$ cat config.mk
export PLATFORM = sky130hd
export DESIGN_NAME = shift_r_uint64_pipe_flat
export DESIGN_NICKNAME = d
export VERILOG_FILES = /design/src/rtl/shift_r_uint64_pipe_if.sv /design/src/rtl/shift_r_uint64_pipe.sv /design/src/flat_wrapper.sv
export SDC_FILE = /design/constraint.sdc
export NUM_CORES = 1
export LEC_CHECK = 0
export CAP_MARGIN = 20
export CORE_ASPECT_RATIO = 1.5
export CORE_MARGIN = 2
export CORE_UTILIZATION = 46
export DETAILED_ROUTE_END_ITERATION = 7
export GPL_ROUTABILITY_DRIVEN = 0
export GPL_TIMING_DRIVEN = 1
export PLACE_DENSITY_LB_ADDON = 0.3
export SLEW_MARGIN = 5
export SYNTH_ARGS = -nofsm -noshare
export SYNTH_HDL_FRONTEND = slang
export SYNTH_SLANG_ARGS = --single-unit
$ cat constraint.sdc
create_clock -name clk -period 2.95 [get_ports clk]
set_input_delay 0.295 -clock clk [delete_from_list [all_inputs] [get_ports clk]]
set_output_delay 0.295 -clock clk [all_outputs]
set_load 0.02 [all_outputs]
$ cat src/rtl/shift_r_uint64_pipe_if.sv
// Handshaked operand/result bus for the pipelined right-shift block.
// The master side drives operands and the result ready; the slave is the shifter.
interface shift_r_uint64_pipe_if #(
    parameter int WIDTH = 64
);
    logic             in_valid;
    logic             in_ready;
    logic [WIDTH-1:0] in_a;
    logic [WIDTH-1:0] in_b;
    logic             out_valid;
    logic             out_ready;
    logic [WIDTH-1:0] out_y;
    logic             out_oor;

    modport master (
        output in_valid, in_a, in_b, out_ready,
        input  in_ready, out_valid, out_y, out_oor
    );

    modport slave (
        input  in_valid, in_a, in_b, out_ready,
        output in_ready, out_valid, out_y, out_oor
    );
endinterface

$ cat src/rtl/shift_r_uint64_pipe.sv
// Two-stage handshaked logical right shift with full-width shift semantics
// and a saturating count of out-of-range results delivered.

// Combinational log-depth barrel shifter; only the low SHIFT_WIDTH bits of b are seen.
module shift_r_nbit #(
    parameter int WIDTH       = 64,
    parameter int SHIFT_WIDTH = 6
) (
    input  logic [WIDTH-1:0]       a,
    input  logic [SHIFT_WIDTH-1:0] b,
    output logic [WIDTH-1:0]       y
);
    logic [WIDTH-1:0] stage [0:SHIFT_WIDTH];

    assign stage[0] = a;

    generate
        for (genvar gi = 0; gi < SHIFT_WIDTH; gi++) begin : g_stage
            localparam int SH = 1 << gi;
            assign stage[gi+1] = b[gi] ? (stage[gi] >> SH) : stage[gi];
        end
    endgenerate

    assign y = stage[SHIFT_WIDTH];
endmodule

module shift_r_uint64_pipe #(
    parameter int WIDTH       = 64,
    parameter int SHIFT_WIDTH = 6,
    parameter int CNT_WIDTH   = 16
) (
    input  logic                 clk,
    input  logic                 rst_n,
    shift_r_uint64_pipe_if.slave bus,
    output logic [CNT_WIDTH-1:0] oor_cnt
);
    localparam logic [CNT_WIDTH-1:0] CNT_MAX = {CNT_WIDTH{1'b1}};
    localparam logic [CNT_WIDTH-1:0] CNT_ONE = {{(CNT_WIDTH-1){1'b0}}, 1'b1};

    // S1 operand stage
    logic                   s1_valid_reg;
    logic [WIDTH-1:0]       s1_a_reg;
    logic [SHIFT_WIDTH-1:0] s1_b_lo_reg;
    logic                   s1_oor_reg;

    // S2 result stage, which is also the output register
    logic                   out_valid_reg;
    logic [WIDTH-1:0]       out_y_reg;
    logic                   out_oor_reg;
    logic [CNT_WIDTH-1:0]   oor_cnt_reg;

    logic                   in_fire;
    logic                   s2_load;
    logic                   out_fire;
    logic [WIDTH-1:0]       core_y;
    logic [WIDTH-1:0]       y_next;

    // S2 can take a new result when it is empty or being drained this cycle.
    assign s2_load  = s1_valid_reg & (~out_valid_reg | bus.out_ready);
    assign in_fire  = bus.in_valid & bus.in_ready;
    assign out_fire = out_valid_reg & bus.out_ready;

    assign bus.in_ready  = ~s1_valid_reg | s2_load;
    assign bus.out_valid = out_valid_reg;
    assign bus.out_y     = out_y_reg;
    assign bus.out_oor   = out_oor_reg;
    assign oor_cnt       = oor_cnt_reg;

    shift_r_nbit #(
        .WIDTH       (WIDTH),
        .SHIFT_WIDTH (SHIFT_WIDTH)
    ) u_core (
        .a (s1_a_reg),
        .b (s1_b_lo_reg),
        .y (core_y)
    );

    // Any set bit above the core's shift field means the whole word shifts out.
    assign y_next = s1_oor_reg ? '0 : core_y;

    // Operand payload is qualified by s1_valid_reg, so it carries no reset.
    always_ff @(posedge clk) begin
        if (in_fire) begin
            s1_a_reg    <= bus.in_a;
            s1_b_lo_reg <= bus.in_b[SHIFT_WIDTH-1:0];
            s1_oor_reg  <= |bus.in_b[WIDTH-1:SHIFT_WIDTH];
        end
    end

    always_ff @(posedge clk or negedge rst_n) begin
        if (!rst_n) begin
            s1_valid_reg  <= 1'b0;
            out_valid_reg <= 1'b0;
            out_y_reg     <= '0;
            out_oor_reg   <= 1'b0;
            oor_cnt_reg   <= '0;
        end else begin
            s1_valid_reg <= in_fire | (s1_valid_reg & ~s2_load);

            if (s2_load) begin
                out_y_reg     <= y_next;
                out_oor_reg   <= s1_oor_reg;
                out_valid_reg <= 1'b1;
            end else if (out_fire) begin
                out_valid_reg <= 1'b0;
            end

            if (out_fire && out_oor_reg && (oor_cnt_reg != CNT_MAX)) begin
                oor_cnt_reg <= oor_cnt_reg + CNT_ONE;
            end
        end
    end
endmodule
$ cat src/flat_wrapper.sv
// flat-port wrapper written by rule: the top's interface ports become plain ports
module shift_r_uint64_pipe_flat 
#(
    parameter int WIDTH       = 64,
    parameter int SHIFT_WIDTH = 6,
    parameter int CNT_WIDTH   = 16
)
  (clk, rst_n, oor_cnt, bus_in_valid, bus_in_a, bus_in_b, bus_out_ready, bus_in_ready, bus_out_valid, bus_out_y, bus_out_oor);
  shift_r_uint64_pipe_if #(.WIDTH(WIDTH)) bus_i ();
  input  logic clk;
  input  logic rst_n;
  output logic [CNT_WIDTH-1:0] oor_cnt;
  input wire logic [$bits(bus_i.in_valid)-1:0] bus_in_valid;
  input wire logic [$bits(bus_i.in_a)-1:0] bus_in_a;
  input wire logic [$bits(bus_i.in_b)-1:0] bus_in_b;
  input wire logic [$bits(bus_i.out_ready)-1:0] bus_out_ready;
  output wire logic [$bits(bus_i.in_ready)-1:0] bus_in_ready;
  output wire logic [$bits(bus_i.out_valid)-1:0] bus_out_valid;
  output wire logic [$bits(bus_i.out_y)-1:0] bus_out_y;
  output wire logic [$bits(bus_i.out_oor)-1:0] bus_out_oor;
  assign bus_i.in_valid = bus_in_valid;
  assign bus_i.in_a = bus_in_a;
  assign bus_i.in_b = bus_in_b;
  assign bus_i.out_ready = bus_out_ready;
  assign bus_in_ready = bus_i.in_ready;
  assign bus_out_valid = bus_i.out_valid;
  assign bus_out_y = bus_i.out_y;
  assign bus_out_oor = bus_i.out_oor;
  shift_r_uint64_pipe #(.WIDTH(WIDTH), .SHIFT_WIDTH(SHIFT_WIDTH), .CNT_WIDTH(CNT_WIDTH)) u_core (.clk(clk), .rst_n(rst_n), .bus(bus_i), .oor_cnt(oor_cnt));
endmodule
==> reports/metrics.yaml <==
logic_synthesis:
  ys_seq_area_share_pct: 45.1
  yosysUniqueCellTypes: 66
  yosys_warnings: 0
  ys_ff_latch: 154
  ys.flop_type: "dfrtp_1"
  synth_cells: 791
  netlist.area_leader.share_pct: 22.9
  synth_area_per_cell_um2: 11.8
  syn_nets: 924
  ys_async_sr_fraction_pct: 53.9
  yosysTopAreaCell: "edfxtp_1"
  syn-cell-area_um2: 9330
  synth_edf_count: 71
  yosys-top-cells-area: "edfxtp_1, dfrtp_1, mux4_2"
global_route:
  first_global_vias: 8079
  grt-ovfl-total: 0
  grt_max_degree: 58
  track_usage_pct: 28.5
  grt_pass1_wl_um: 45900
  antenna_found_initial: 0
sta:
  tightest_slew_ps: 881
  max_clock_freq_mhz: 351
  fin_crit_ps: 2850
  slew_violations: 0
  final.period_utilization_pct: 96.5
  fin_setup_tns_ps: 0
  maxSlewHeadroom_pct: 40.7
  final_hold_viol_count: 0
  setup_viol: 0
  skew_ps: 16.6
  rsz0062_at_grt: "no"
clock_tree:
  post_cts_buffers: 0
  cts_tree: "built"
  htree_num_levels: 4
  cts_sinks: 154
  cts-root-buf: "clkbuf_16"
  cts.clk_slew.worst_paths_ps: 60
  numCtsBuffers: 17
  clk_path_buf_depth: 2
  clk_latency_ps: 440
detailed_routing:
  post_drt_wl_per_cell_um: 23.4
  routed-via-count: 8228
  wl_met1_um: 10900
  drtAntennaViolNets: 0
  wl_met2_um: 14700
  vias_per_cell: 6.36
  totalWireLength_um: 30200
  routed.top_layer: "met4"
  drtIter0Drc: 817
  drc: 0
  met3_length_um: 2680
  dr.pass1.iters: 7
setup_path:
  cp.buffers_inverters: 1
  crit_path_end_kind: "flop"
  max_stage_delay_ps: 560
  critPathRequiredTime_ps: 3190
  critPathKind: "reg2reg"
  cpMaxStageDelayCell: "edfxtp_1"
  path_cells: "buf_4 -> mux4_2 -> mux2i_2 -> a21oi_1 -> a221oi_1 -> o221ai_1"
  crit_fanout: 6
  arrival_ps: 3090
  cp-start-kind: "flop"
  crit_family: "compound AO/OA/AOI/OAI gates"
pwr:
  power_per_cell_area_nw_per_um2: 492
  clkPwrFrac_pct: 36.3
  swShare_pct: 28.5
  p_switching_mw: 1.77
  pwr-share-comb_pct: 23.1
  p_leak_nw: 4.98
  vdd_drop_max_uv: 519
  p_seq_share_pct: 40.6
  internal-power_mw: 4.44
run:
  maxCapViolations: 0
floorplanning:
  dieArea_um2: 21500
  die_x_um: 120
  fp-row-count: 63
  core-area_um2: 19900
  die_y_um: 178
  start_util_pct: 47.0
  num_io_pins: 215
placement:
  dp_cells: 1261
  dpl.hpwl_um: 23100
  io_buffers: 214
final_layout:
  area_growth_pct: 35.3
  final_common_cell: "clkdlybuf4s50_1"
  drive_above_1_share_pct: 17.4
  layoutNonFillerInstCount: 1293
  utilization_pct: 63.5
  final_nets: 1154
  layout_common_cells: "clkdlybuf4s50_1, nand2_1, dfrtp_1, edfxtp_1, mux4_2"
  diodes: 0
hold_path:
  hold_class: "in2async"
run_status:
  outcome: "finished clean"
## layout make-up
class | instances | area (um2)
clock buffer | 22 | 497
tap | 260 | 325
multi-input combinational | 571 | 4820
timing repair buffer | 269 | 2630
inverter | 8 | 30.0
clock inverter | 9 | 109
sequential | 154 | 4210
fill | 1596 | 7240
## stage by stage
step	power [mW]	cell area, um2	worst slack [ps]	hold WS [ps]
finish	6.21	12600	103	398
global route	6.42	12600	61.1	391
CTS	6.22	12600	171	389
detailed placement	3.96	12000	193	321
global placement	3.94	12000	226	316
floorplan	3.32	9330	610	-0.591
## repair_timing
item | in CTS | in global routing
hold buffers | 1 | 0
resized for setup | 0 | 0
endpoints found under the hold margin | 42 | 0
## power groups by stage
stage | sequential, mW | clock, mW | combinational (mW)
final | 2.52 | 2.26 | 1.44
after global routing | 2.54 | 2.37 | 1.51
after CTS | 2.52 | 2.29 | 1.41
after detailed placement | 2.56 | 0 | 1.40
after global placement | 2.55 | 0 | 1.38
after floorplan | 2.57 | 0 | 0.746
## synth_stat cells, types with 15 or more instances
cell      number
mux4_2        64
nand2_1       88
mux2i_1       62
nor4_1        17
nor2_1        54
nand3_1       18
o21ai_0       16
o221ai_1      15
dfrtp_1       83
clkbuf_1      34
edfxtp_1      71
a21oi_1       23
mux2_2        23
o21ai_1       21
## final timing paths
path	cells past startpoint	startpoint	slack, ps	endpoint
max	6	u_core.s1_b_lo_reg[0]	100	u_core.bus.out_y[4]
max reg2reg	6	u_core.s1_b_lo_reg[0]	100	u_core.bus.out_y[4]
min in group clk	1	bus_in_a[25]	410	u_core.s1_a_reg[25]
min reg2reg	2	u_core.bus.out_y[56]	490	u_core.bus.out_y[56]
min	2	rst_n	400	u_core.oor_cnt[15]
max in group asynchronous	3	rst_n	1770	u_core.bus.out_y[57]
## per-layer routing
metal	vias to the layer above	GRT usage [%]
met4	0	16.7
met2	546	46.8
met3	150	5.82
li1	3589	-
met1	3943	34.8
met5	-	0
## logic make-up after synthesis
family                     after synthesis  synth area share, %
AOI/OAI and AO/OA                      169                 13.0
xor gates and xnor gates                12                 1.13
adders and majority gates                1                0.134
buffers and inverters                   66                 3.26
DFF                                    154                 45.1
muxes                                  156                 25.7
and+or+nand+nor                        233                 11.6
(Power assumes the default switching activity.)
